**src/rtl/uart_pkg.sv**
```systemverilog
// Shared definitions for the UART receive/packer slice: receiver FSM state
// type and default line/word constants.
package uart_pkg;

  localparam int unsigned CLOCKS_PER_PULSE = 434;
  localparam int unsigned BITS_PER_WORD    = 8;

  typedef enum logic [2:0] {
    IDLE,
    START,
    DATA,
    PARITY,
    STOP
  } rx_state_e;

endpackage

```
**src/rtl/uart_rx_word.sv**
```systemverilog
// UART word receiver: rx synchronizer, frame FSM and bit counters.
// Optional even-parity bit enabled by macro UART_RX_PARITY_EN.
module uart_rx_word #(
  parameter int unsigned CLOCKS_PER_PULSE = uart_pkg::CLOCKS_PER_PULSE,
  parameter int unsigned BITS_PER_WORD    = uart_pkg::BITS_PER_WORD
) (
  input  logic                     clk,
  input  logic                     rst,
  input  logic                     rx,
  output logic [BITS_PER_WORD-1:0] word,
  output logic                     word_ok,
  output logic                     word_err
);
  import uart_pkg::*;

  localparam int unsigned CW = $clog2(CLOCKS_PER_PULSE);
  localparam int unsigned BW = (BITS_PER_WORD > 1) ? $clog2(BITS_PER_WORD) : 1;

  rx_state_e              state_q, state_d;
  logic                   sync1_q, sync2_q;
  logic [CW-1:0]          cnt_q, cnt_d;
  logic [BW-1:0]          bit_q, bit_d;
  logic [BITS_PER_WORD-1:0] shreg_q, shreg_d;
  logic                   par_err_q, par_err_d;
  logic                   ok_q, ok_d;
  logic                   err_q, err_d;
  logic                   rx_s;
  logic                   sample_pt;

  assign rx_s      = sync2_q;
  assign sample_pt = (cnt_q == CW'(CLOCKS_PER_PULSE - 1));

  always_comb begin
    state_d   = state_q;
    cnt_d     = cnt_q;
    bit_d     = bit_q;
    shreg_d   = shreg_q;
    par_err_d = par_err_q;
    ok_d      = 1'b0;
    err_d     = 1'b0;
    case (state_q)
      IDLE: begin
        cnt_d     = '0;
        par_err_d = 1'b0;
        if (!rx_s) state_d = START;
      end
      START: begin
        if (cnt_q == CW'(CLOCKS_PER_PULSE / 2 - 1)) begin
          cnt_d   = '0;
          bit_d   = '0;
          state_d = rx_s ? IDLE : DATA;
        end else begin
          cnt_d = cnt_q + CW'(1);
        end
      end
      DATA: begin
        if (sample_pt) begin
          cnt_d          = '0;
          shreg_d[bit_q] = rx_s;
          if (bit_q == BW'(BITS_PER_WORD - 1)) begin
`ifdef UART_RX_PARITY_EN
            state_d = PARITY;
`else
            state_d = STOP;
`endif
          end else begin
            bit_d = bit_q + BW'(1);
          end
        end else begin
          cnt_d = cnt_q + CW'(1);
        end
      end
      PARITY: begin
        if (sample_pt) begin
          cnt_d     = '0;
          par_err_d = (^shreg_q) ^ rx_s;
          state_d   = STOP;
        end else begin
          cnt_d = cnt_q + CW'(1);
        end
      end
      STOP: begin
        if (sample_pt) begin
          cnt_d = '0;
          // parity and stop errors collapse into a single frame_err pulse
          if (rx_s && !par_err_q) ok_d = 1'b1;
          else                    err_d = 1'b1;
          state_d = IDLE;
        end else begin
          cnt_d = cnt_q + CW'(1);
        end
      end
      default: state_d = IDLE;
    endcase
  end

  always_ff @(posedge clk or posedge rst) begin
    if (rst) begin
      state_q   <= IDLE;
      sync1_q   <= 1'b1;
      sync2_q   <= 1'b1;
      cnt_q     <= '0;
      bit_q     <= '0;
      shreg_q   <= '0;
      par_err_q <= 1'b0;
      ok_q      <= 1'b0;
      err_q     <= 1'b0;
    end else begin
      state_q   <= state_d;
      sync1_q   <= rx;
      sync2_q   <= sync1_q;
      cnt_q     <= cnt_d;
      bit_q     <= bit_d;
      shreg_q   <= shreg_d;
      par_err_q <= par_err_d;
      ok_q      <= ok_d;
      err_q     <= err_d;
    end
  end

  assign word     = shreg_q;
  assign word_ok  = ok_q;
  assign word_err = err_q;

endmodule

```
**src/rtl/uart_rx_packer.sv**
```systemverilog
// Packs N_WORDS received UART words into one packet with a valid/ready output.
// Parity support selected by macro UART_RX_PARITY_EN (see uart_rx_word).
module uart_rx_packer #(
  parameter int unsigned CLOCKS_PER_PULSE = uart_pkg::CLOCKS_PER_PULSE,
  parameter int unsigned BITS_PER_WORD    = uart_pkg::BITS_PER_WORD,
  parameter int unsigned N_WORDS          = 6
) (
  input  logic                               clk,
  input  logic                               rst,
  input  logic                               rx,
  output logic [N_WORDS*BITS_PER_WORD-1:0]   m_data,
  output logic                               m_valid,
  input  logic                               m_ready,
  output logic                               frame_err,
  output logic                               overrun
);

  localparam int unsigned PW  = N_WORDS * BITS_PER_WORD;
  localparam int unsigned WCW = (N_WORDS > 1) ? $clog2(N_WORDS) : 1;

  logic [BITS_PER_WORD-1:0] word;
  logic                     word_ok;
  logic                     word_err;

  logic [WCW-1:0] wcnt_q, wcnt_d;
  logic [PW-1:0]  pack_q, pack_d;
  logic [PW-1:0]  m_data_q, m_data_d;
  logic           m_valid_q, m_valid_d;
  logic           overrun_q, overrun_d;
  logic           complete;
  logic           fire;

  uart_rx_word #(
    .CLOCKS_PER_PULSE (CLOCKS_PER_PULSE),
    .BITS_PER_WORD    (BITS_PER_WORD)
  ) u_word (
    .clk      (clk),
    .rst      (rst),
    .rx       (rx),
    .word     (word),
    .word_ok  (word_ok),
    .word_err (word_err)
  );

  assign fire     = m_valid_q && m_ready;
  assign complete = word_ok && (wcnt_q == WCW'(N_WORDS - 1));

  always_comb begin
    wcnt_d    = wcnt_q;
    pack_d    = pack_q;
    m_data_d  = m_data_q;
    m_valid_d = m_valid_q;
    overrun_d = 1'b0;
    if (word_ok) begin
      pack_d[int'(wcnt_q) * BITS_PER_WORD +: BITS_PER_WORD] = word;
      wcnt_d = complete ? '0 : wcnt_q + WCW'(1);
    end
    // a packet completing on a handshake cycle replaces the one being consumed
    if (complete && (!m_valid_q || fire)) begin
      m_data_d  = pack_d;
      m_valid_d = 1'b1;
    end else if (complete) begin
      overrun_d = 1'b1;
    end else if (fire) begin
      m_valid_d = 1'b0;
    end
  end

  always_ff @(posedge clk or posedge rst) begin
    if (rst) begin
      wcnt_q    <= '0;
      pack_q    <= '0;
      m_data_q  <= '0;
      m_valid_q <= 1'b0;
      overrun_q <= 1'b0;
    end else begin
      wcnt_q    <= wcnt_d;
      pack_q    <= pack_d;
      m_data_q  <= m_data_d;
      m_valid_q <= m_valid_d;
      overrun_q <= overrun_d;
    end
  end

  assign m_data    = m_data_q;
  assign m_valid   = m_valid_q;
  assign overrun   = overrun_q;
  assign frame_err = word_err;

endmodule

```
**config.mk**
```make
export PLATFORM = sky130hd
export DESIGN_NAME = uart_rx_packer
export DESIGN_NICKNAME = d
export VERILOG_FILES = /design/src/rtl/uart_pkg.sv /design/src/rtl/uart_rx_word.sv /design/src/rtl/uart_rx_packer.sv
export SDC_FILE = /design/constraint.sdc
export NUM_CORES = 1
export LEC_CHECK = 0
export CAP_MARGIN = 25
export CORE_MARGIN = 2
export CORE_UTILIZATION = 50
export CTS_BUF_LIST = sky130_fd_sc_hd__clkbuf_4 sky130_fd_sc_hd__clkbuf_8
export DETAILED_ROUTE_END_ITERATION = 6
export GPL_ROUTABILITY_DRIVEN = 0
export GPL_TIMING_DRIVEN = 0
export PLACE_DENSITY = 0.75
export SLEW_MARGIN = 20
export SYNTH_ARGS = -nofsm -noshare
export SYNTH_HDL_FRONTEND = slang
export SYNTH_SLANG_ARGS = --single-unit
```
**constraint.sdc**
```tcl
create_clock -name clk -period 11.2 [get_ports clk]
set_clock_uncertainty 0.15 [all_clocks]
set_input_delay 1.68 -clock clk [delete_from_list [all_inputs] [get_ports clk]]
set_output_delay 1.68 -clock clk [all_outputs]
set_load 0.02 [all_outputs]
```
Word-level counts from Yosys, hierarchy flattened:

Index checks and enable logic that the tools add are counted.

* flip-flop bits (word level): 129
* input port bits: 4
* output and inout port bits: 51
* logic and storage cells: 93

* $add $sub $neg: 4
* magnitude comparators: 2
* eq/ne operators: 16
* shift-type cells: 2
* multiplexer cells: 34
* bitwise gates (word level): 1
* reductions and logical operators: 20

Operators with widths (count)
* bitwise mux 48 bit: 1
* two-way mux 48 bit: 1
* variable shift 8 x 34 -> 48 bit (first input constant): 1
* variable part select 8 x 34 -> 48 bit: 1
* negation 6 -> 34 bit: 1
* two-way mux 3 bit: 10
* case mux 9 bit (3 select lines): 1
* two-way mux 9 bit: 2
* case mux 3 bit (5 select lines): 1
* two-way mux 1 bit: 13
* inequality test 2 x 1 -> 1 bit (second input constant): 6
* adder 9 x 1 -> 9 bit (second input constant): 1
* equality test 3 bit (second input constant): 3
* equality test 9 x 8 -> 1 bit (second input constant): 1
* equality test 9 bit (second input constant): 1
* bitwise mux 8 bit: 1
* parity 8 bit: 1
* adder 3 x 1 -> 3 bit (second input constant): 2
* equality test 3 x 2 -> 1 bit (second input constant): 2
* case mux 3 bit (2 select lines): 1
* AND reduction 2 bit: 3
* AND reduction 6 bit: 1
* nonzero test 2 bit: 3
* logical AND 1 bit: 5
* 14 further kinds: 16

Logic depth before layout (Yosys ltp):

Gate-level depths: netlist of run 1.

* depth after elaboration: 5
* depth in mapped cells: 9
* mapped depth without buffers: 7

Cells and area by module:

Synthesis of run 1 repeated with hierarchy kept, for this count alone.

* cell total of the unflattened synthesis: 586
* area total of the unflattened synthesis: 6067.1 µm²

By module, submodules not included
* uart_rx_packer: instances 1, cells an instance 438, area an instance 4421.7 µm², sequential area each 2527.4 µm²
* uart_rx_word: instances 1, cells an instance 148, area an instance 1645.3 µm², sequential area each 703.2 µm²

Least setup slack after synthesis of run 1:

OpenSTA, ideal clock, no wires.

* path type: in2reg
* start point: input port m_ready
* end point: register m_data_q[0], in the netlist m_data[0]
* library setup time: 0.125 ns
* arrival: 2.703 ns
* required time: 10.925 ns
* path slack: 8.223 ns
* cell stages on the path: 5
* path buffers: 2
* cells stage by stage: nand2b_1 > nand2b_1 > buf_2 > buf_2 > mux2_2

* cells in the longest elaborated chain, start to end: 3

RTL lines
* start, declared: line uart_rx_packer.sv:13 `input logic m_ready,`
* logical AND 1 bit: line uart_rx_packer.sv:45 `assign fire = m_valid_q && m_ready;`
* logical OR 1 bit: line uart_rx_packer.sv:59 `if (complete && (!m_valid_q || fire)) begin`
* logical AND 1 bit: line uart_rx_packer.sv:59
* end signal, assigned: line uart_rx_packer.sv:79 `m_data_q <= m_data_d;`
* end, declared: line uart_rx_packer.sv:27 `logic [PW-1:0] m_data_q, m_data_d;`

Every way passes these cells.
A chain may end at the register's enable or synchronous reset.

Worst setup path in the final report of run 1:

* start point: input port m_ready
* end point: register m_data_q[12], in the netlist m_data[12]

Same word-level chain as after synthesis.

==> summary.md, run 1 <==
| Metric | Value |
|---|---|
| Cts bufs inserted | 17 |
| CTS H-Tree Depth | 4 |
| First-pass GRT wire length | between 15000 and 20000 um |
| Hold-fix buffers at CTS | 0 |
| CTS tree | yes |
| Final core occ | 62.29% |
| Highest clock rate | between 0.3 and 0.4 GHz |
| LEAKAGE | 3.204 nW |
| Reg2reg end | m_data[37]$_DFFE_PP0P_ |
| GRT overflow | 0 |
| Maximum fanout along the worst path | 10 |
| Final wirelength | 10920 um |
| Placed Cells | around 630 |
| Synthesized Nets | 444 |
| Post-Place Cell Area | ~6400 um^2 |
| Synth Instances | 430 |
| Post-CTS sizing | 0 |
| IO buf count | 54 |
| Clk slew on worst S/H paths | ~70 ps |
| Synth async-reset ratio | 100.0% |
| GR Layer Usage met2 | 31.66% |
| Final min period | 3269 ps |
| Gr busiest metal | met2 |
| WP data required | 11370 ps |
| Slew headroom | 55.36% |
| Sum of negative setup slack | 0 ps |
| Antenna Cells | 0 |
| Hold path depth | 0 |
| Hold Crit Endpoint | u_word.rx_s$_DFF_PP1_ |
| Sequential-to-total area share from yosys stat | 56.97% |
| Antenna-violating nets left | 0 |
| Initial antenna violation count | 0 |
| Hold path start | u_word.sync1_q$_DFF_PP1_ |
| Startpoint types | primary input |
| RSZ-0062 raised after global routing | false |
| Clock root buffer | clkbuf_8 |
| Non-Filler Instances | 656 |
| Worst slew pin tran | roughly 660 ps |
| Post-CTS Setup Bufs | 0 |
| Yosys warning count | 0 |
| First-pass DRT Iterations | 5 |
| Die Wd | 110.5 um |
| I/O Pins | 55 |
| CTS Sinks | roughly 130 |
| HP Class | reg2reg |
| Worst skew pair latency | 440 ps |
| Max Slew Vio Count | 0 |
| Distinct cells, synth | 55 |
| Status | finished clean |
| Die H | 110.5 um |
| Setup crit end kind | flop |
| Max_cap viols | 0 |
| WS Path Type | in2reg |
| Met3 Use GR | 5.104% |
| Net count, final | 518 |
| Final instance area | 6812 um^2 |
| Final number of hold-violating endpoints | 0 |
| Syn Area/Cell | 13.19 um^2 |
| Cell Pwr Density | about 130 nW/um^2 |
| Peak VDD IR | 0.09112 mV |
| Vias in the first global route | 3722 |
| Average wire per standard cell | 16.64 um |
| Total track usage | 19.52% |
| Synth Flop Type | dfrtp_1 |
| Synthesized area | 5670 um^2 |
| Largest net degree at the start of global routing | 84 |
| Die area | 12210 um^2 |
| Residual DRC | 0 |
| Vias | 3511 |
| Share of cells above drive strength 1 | about 29% |
| Launching point of the worst reg2reg path | wcnt_q[0]$_DFFE_PP0P_ |
| WP data arrival | between 3000 and 4000 ps |
| Core area | 10940 um^2 |
| R2R Setup Slk | 7980 ps |
| Via/cell ratio | around 5.4 |
| # setup viols final | 0 |
| Yosys reg bits | 129 |
| DR iter-0 viols | roughly 110 |
| Worst reg-to-reg path cell count | 8 |
| Initial cell density of the core | 51.85% |
| Row count | 38 |
| Max clock buf depth | 2 |
| Grt met1 use | 25.31% |
| Post-synth EDFFs | 0 |
| Tcrit/Tclk final | 29.18% |
| Layout area overhead | 20.12% |
| HPWL Detailed | roughly 7400 um |
[flip-flops by register name, indices dropped and copies added, names as in the netlist]
| register | count |
|---|---|
| m_data | 48 |
| u_word.word_ok | 1 |
| u_word.rx_s | 1 |
| u_word.cnt_q | 9 |
| u_word.sync1_q | 1 |
| u_word.bit_q | 3 |
| overrun | 1 |
| u_word.word_err | 1 |
| m_valid | 1 |
| pack_q | 48 |
| u_word.par_err_q | 1 |
| u_word.state_q | 3 |
| u_word.word | 8 |
| wcnt_q | 3 |
[placed cells by master (no fill, tap or decap), drive strengths merged, types with 2 or more instances in the layout]
cell           count
dfrtp            127
mux2              95
clkdlybuf4s50     54
nand2             32
clkbuf            29
inv               20
o21ai             13
nor2b             12
mux2i             12
nor2              11
ha                10
nand3             10
buf               10
and2               7
nand2b             6
nor3               6
xor2               4
xnor2              4
clkinvlp           4
nor3b              4
and4b              3
nand3b             3
o22ai              3
clkinv             3
nand4              2
o31a               2
o41ai              2
o31ai              2
a21oi              2
bufinv             2
dfstp              2
or3b               2
a22oi              2
nor4               2
[how the worst max path moves through the flow]
stage	startpoint	to
6_report	m_ready	m_data[12]$_DFFE_PP0P_
5_1_grt	wcnt_q[0]$_DFFE_PP0P_	m_data[35]$_DFFE_PP0P_
4_1_cts	m_data[2]$_DFFE_PP0P_	m_data[2]
3_5_place_dp	m_ready	m_data[0]$_DFFE_PP0P_
3_3_place_gp	rst	m_data[37]$_DFFE_PP0P_
2_1_floorplan	rst	m_data[0]$_DFFE_PP0P_
[per-layer routing]
layer | share of wire, % | wire length (um)
met1 | 44 | 4854
met2 | 49 | 5348
met3 | 4.5 | 492
met4 | 2.0 | 221
met5 | 0 | 0
[synthesized netlist by cell type, types with 3 or more instances]
cell / instances / area, um^2
dfrtp_1: 127 / 3178
buf_2: 6 / 30.03
xnor2_1: 4 / 35.03
and4b_1: 3 / 30.03
clkbuf_1: 7 / 26.28
ha_1: 10 / 125.1
o22ai_1: 3 / 18.77
nand2b_1: 6 / 37.54
mux2i_1: 12 / 120.1
nand3_1: 9 / 45.04
nor2_1: 10 / 37.54
inv_1: 20 / 75.07
nand3b_1: 3 / 22.52
xor2_1: 4 / 35.03
nand2_1: 31 / 116.4
and2_1: 7 / 43.79
mux2_4: 8 / 120.1
mux2_2: 87 / 979.7
o21ai_0: 13 / 65.06
nor3_1: 5 / 25.02
nor3b_1: 3 / 22.52
nor2b_1: 12 / 75.07
[critical path, cell delays in order]
cell	delay [ps]
clkdlybuf4s50_1	390
nand2b_1	180
nand2b_1	160
buf_2	300
buf_2	330
mux2_2	390
[power breakdown]
part	total, mW	internal (mW)	switching [mW]
Clock	0.387	0.215	0.172
Combinational	0.0125	0.00268	0.00980
Sequential	0.467	0.466	0.000240
[layout make-up]
cell class | count | area, um^2
multi-input cells | 265 | 2282
clock inverters | 9 | 108.9
well taps | 140 | 175.2
flip-flops and latches | 129 | 3231
clock buffers | 22 | 284.0
plain buffers | 16 | 82.58
inverters | 20 | 80.08
repair buffers | 55 | 568.0
fillers | 875 | 4124
[logic make-up (layout without fill, tap and decap cells)]
logic type	after synthesis	after routing	synth area share (%)
AND/OR/NAND/NOR	107	107	11.21
adder cells (fa/ha/maj)	10	10	2.207
buffers and inverters	36	122	2.780
XOR/XNOR	9	9	1.633
AO/OA/AOI/OAI	32	32	3.685
flip-flops	129	129	56.97
multiplexers	107	107	21.51
[per-stage QoR]
step / total power [mW] / setup WS [ps] / hold slack (ps)
3_5_place_dp: 0.4888 / 7511 / 197.2
4_1_cts: 0.8789 / 7906 / 207.1
6_report: 0.8663 / 7931 / 207.3
5_1_grt: 0.9014 / 7748 / 214.6
3_3_place_gp: 0.4872 / 4237 / 195.7
2_1_floorplan: 0.4834 / 5932 / 195.2
No activity file was read; power rests on OpenSTA's default activity.
==> run 2: changes to the inputs <==
--- a/config.mk
+++ b/config.mk
@@ -12,7 +12,7 @@
 export DETAILED_ROUTE_END_ITERATION = 6
 export GPL_ROUTABILITY_DRIVEN = 0
 export GPL_TIMING_DRIVEN = 0
-export PLACE_DENSITY = 0.75
+export PLACE_DENSITY = 0.78
 export SLEW_MARGIN = 20
 export SYNTH_ARGS = -nofsm -noshare
 export SYNTH_HDL_FRONTEND = slang
==> constraint.sdc (replaced) <==
create_clock -name clk -period 2.8 [get_ports clk]
set_clock_uncertainty 0.15 [all_clocks]
set_input_delay 0.42 -clock clk [delete_from_list [all_inputs] [get_ports clk]]
set_output_delay 0.42 -clock clk [all_outputs]
set_load 0.02 [all_outputs]
==> run 2 against run 1 <==
- combinational power grew to 4.7 times the previous value
- wire length is 2.1% higher
- cell count is 1.1% higher
- non-clock buffer count is 6 higher
- via count is 0.31% lower
- register-to-register slack worse by 7900 ps
- clock-buffer cell count is 1 higher
- flip-flop and latch count stayed put
- die area stayed put
- critical path type is now reg2reg
==> summary.md, run 2 (same netlist as run 1, synthesis figures left out) <==
| Metric | Value |
|---|---|
| # setup viols final | 0 (unchanged) |
| DR iter-0 viols | 136 (was 114) |
| IO buf count | 54 (unchanged) |
| Die Wd | 110.5 um (unchanged) |
| Net count, final | 524 (was 518) |
| Final hold slack | 143.8 ps (was 207.3 ps) |
| GRT overflow | 0 (unchanged) |
| Register area | 3232 um^2 (was 3231 um^2) |
| Maximum fanout along the worst path | 10 (unchanged) |
| HP Class | in2async (was reg2reg) |
| Hold-fix buffers at CTS | 0 (unchanged) |
| WP data required | 2970 ps (was 11370 ps) |
| CTS Sinks | 129 (unchanged) |
| Layout area overhead | 22.55% (was 20.12%) |
| Tcrit/Tclk final | 97.02% |
| Final wirelength | 11150 um (was 10920 um) |
| Commonest cells after routing, fill and taps aside | dfrtp_1, mux2_2, clkdlybuf4s50_1, nand2_1, clkbuf_8 (was dfrtp_1, mux2_2, clkdlybuf4s50_1, nand2_1) |
| Die area | 12210 um^2 (unchanged) |
| I/O Pins | 55 (unchanged) |
| Share of cells above drive strength 1 | 30.40% (was 28.88%) |
| Most common cell after layout, fill and taps aside | dfrtp_1 (unchanged) |
| Placed Cells | 628 (was 625) |
| Total track usage | 19.68% (was 19.52%) |
| Max Slew Vio Count | 0 (unchanged) |
| Fillers | 862 (was 875) |
| Highest clock rate | approximately 0.37 GHz |
| Antenna-violating nets left | 0 (unchanged) |
| LEAKAGE | 3.264 nW (was 3.204 nW) |
| Max_cap viols | 0 (unchanged) |
| WP data arrival | 2890 ps (was 3440 ps) |
| Setup crit end kind | flop (unchanged) |
| Setup crit start | wcnt_q[0]$_DFFE_PP0P_ (was m_ready) |
| Worst skew pair latency | 440 ps (about the same) |
| Average wire per standard cell | 16.81 um (was 16.64 um) |
| Final min period | 2717 ps |
| Final number of hold-violating endpoints | 0 (unchanged) |
| Worst slew pin tran | 600.9 ps (was 664.6 ps) |
| First-pass GRT wire length | 19090 um (was 18780 um) |
| Final core occ | 63.55% (was 62.29%) |
| WS Path Type | reg2reg (was in2reg) |
| CTS tree | yes (unchanged) |
| Cts bufs inserted | 17 (unchanged) |
| HPWL Detailed | 7527 um (was 7450 um) |
| Reg2reg end | m_data[40]$_DFFE_PP0P_ (was m_data[37]$_DFFE_PP0P_) |
| Largest net degree at the start of global routing | 34 (was 84) |
| CTS H-Tree Depth | 4 (unchanged) |
| Row count | 38 (unchanged) |
| Via/cell ratio | 5.279 (was 5.352) |
| Launching point of the worst reg2reg path | wcnt_q[0]$_DFFE_PP0P_ (unchanged) |
| Antenna Cells | 0 (unchanged) |
| Worst setup path end | m_data[40]$_DFFE_PP0P_ (was m_data[12]$_DFFE_PP0P_) |
| Vias | 3500 (was 3511) |
| Slew headroom | 59.94% (was 55.36%) |
| Die H | 110.5 um (unchanged) |
| Initial antenna violation count | 0 (unchanged) |
| Core area | 10940 um^2 (unchanged) |
| RSZ-0062 raised after global routing | false (unchanged) |
| Multi-input gate area | 2300 um^2 (was 2282 um^2) |
| R2R Setup Slk | 80 ps (was 7980 ps) |
| Vias in the first global route | 3810 (was 3722) |
| Peak VDD IR | 0.4420 mV (was 0.09112 mV) |
| Worst reg-to-reg path cell count | 8 (unchanged) |
| Startpoint types | flop (was primary input) |
| Residual DRC | 0 (unchanged) |
| Max clock buf depth | 2 (unchanged) |
| Final setup margin | 83.48 ps (was 7931 ps) |
| Clock root buffer | clkbuf_8 (unchanged) |
| Non-Filler Instances | 663 (was 656) |
| Initial cell density of the core | 51.85% (unchanged) |
| Total power | 3.607 mW (was 0.8663 mW) |
| Clk slew on worst S/H paths | 70 ps (about the same) |
| First-pass DRT Iterations | 4 (was 5) |
| Worst slack, placed | -235.3 ps (was 7511 ps) |
| Status | finished clean (unchanged) |
| Cell Pwr Density | 519.0 nW/um^2 (was 127.2 nW/um^2) |
[run 2: where the power goes]
part	switching, mW	internal [mW]	total (mW)
registers	0.000907	1.87	1.87
logic	0.0406	0.0179	0.0585
clock network	0.704	0.978	1.68
total	0.746	2.86	3.61
[run 2: critical path: stages, from the launching register on]
cell and delay, ps:
dfrtp_2 420, clkbuf_8 160, inv_1 100, ha_1 240, ha_4 230, or4b_4 540
buf_6 170, mux2_4 310, mux2_2 280
[run 2: metrics by stage]
step,area (um^2),setup TNS [ps]
final,6949,0
after global routing,6949,0
after CTS,6937,0
after detailed placement,6471,-5277
after global placement,6391,-59440
after floorplan,5675,0
[run 2: cell type report]
cell class / instances / area share (%)
buffer: 16 / 1.332
inverter: 20 / 1.134
sequential: 129 / 46.51
clock buffer: 23 / 4.285
clock inverter: 9 / 1.873
timing repair buffer: 61 / 9.255
multi-input combinational: 265 / 33.09
tap: 140 / 2.521
[run 2: routing by layer]
layer  GRT usage, %  wire (um)
met1          25.63       5050
met4          6.750        195
met2          31.66       5470
met3          5.818        428
met5              0          0
[run 2: worst min-delay path by stage]
| stage | start | to | slack [ps] |
|---|---|---|---|
| 2_1_floorplan | u_word.sync1_q$_DFF_PP1_ | u_word.rx_s$_DFF_PP1_ | 200 |
| 3_3_place_gp | u_word.sync1_q$_DFF_PP1_ | u_word.rx_s$_DFF_PP1_ | 200 |
| 5_1_grt | rst | u_word.cnt_q[0]$_DFFE_PP0P_ | 140 |
| 6_report | rst | u_word.word_err$_DFF_PP0_ | 140 |
| 4_1_cts | rst | u_word.word_err$_DFF_PP0_ | 140 |
| 3_5_place_dp | u_word.sync1_q$_DFF_PP1_ | u_word.rx_s$_DFF_PP1_ | 200 |
[run 2: what timing repair did]
action | CTS | global route
gates resized for setup | 4 | 1
pin swaps | 2 | 0
endpoints found under the setup margin | 47 | 15
setup buffers | 3 | 0
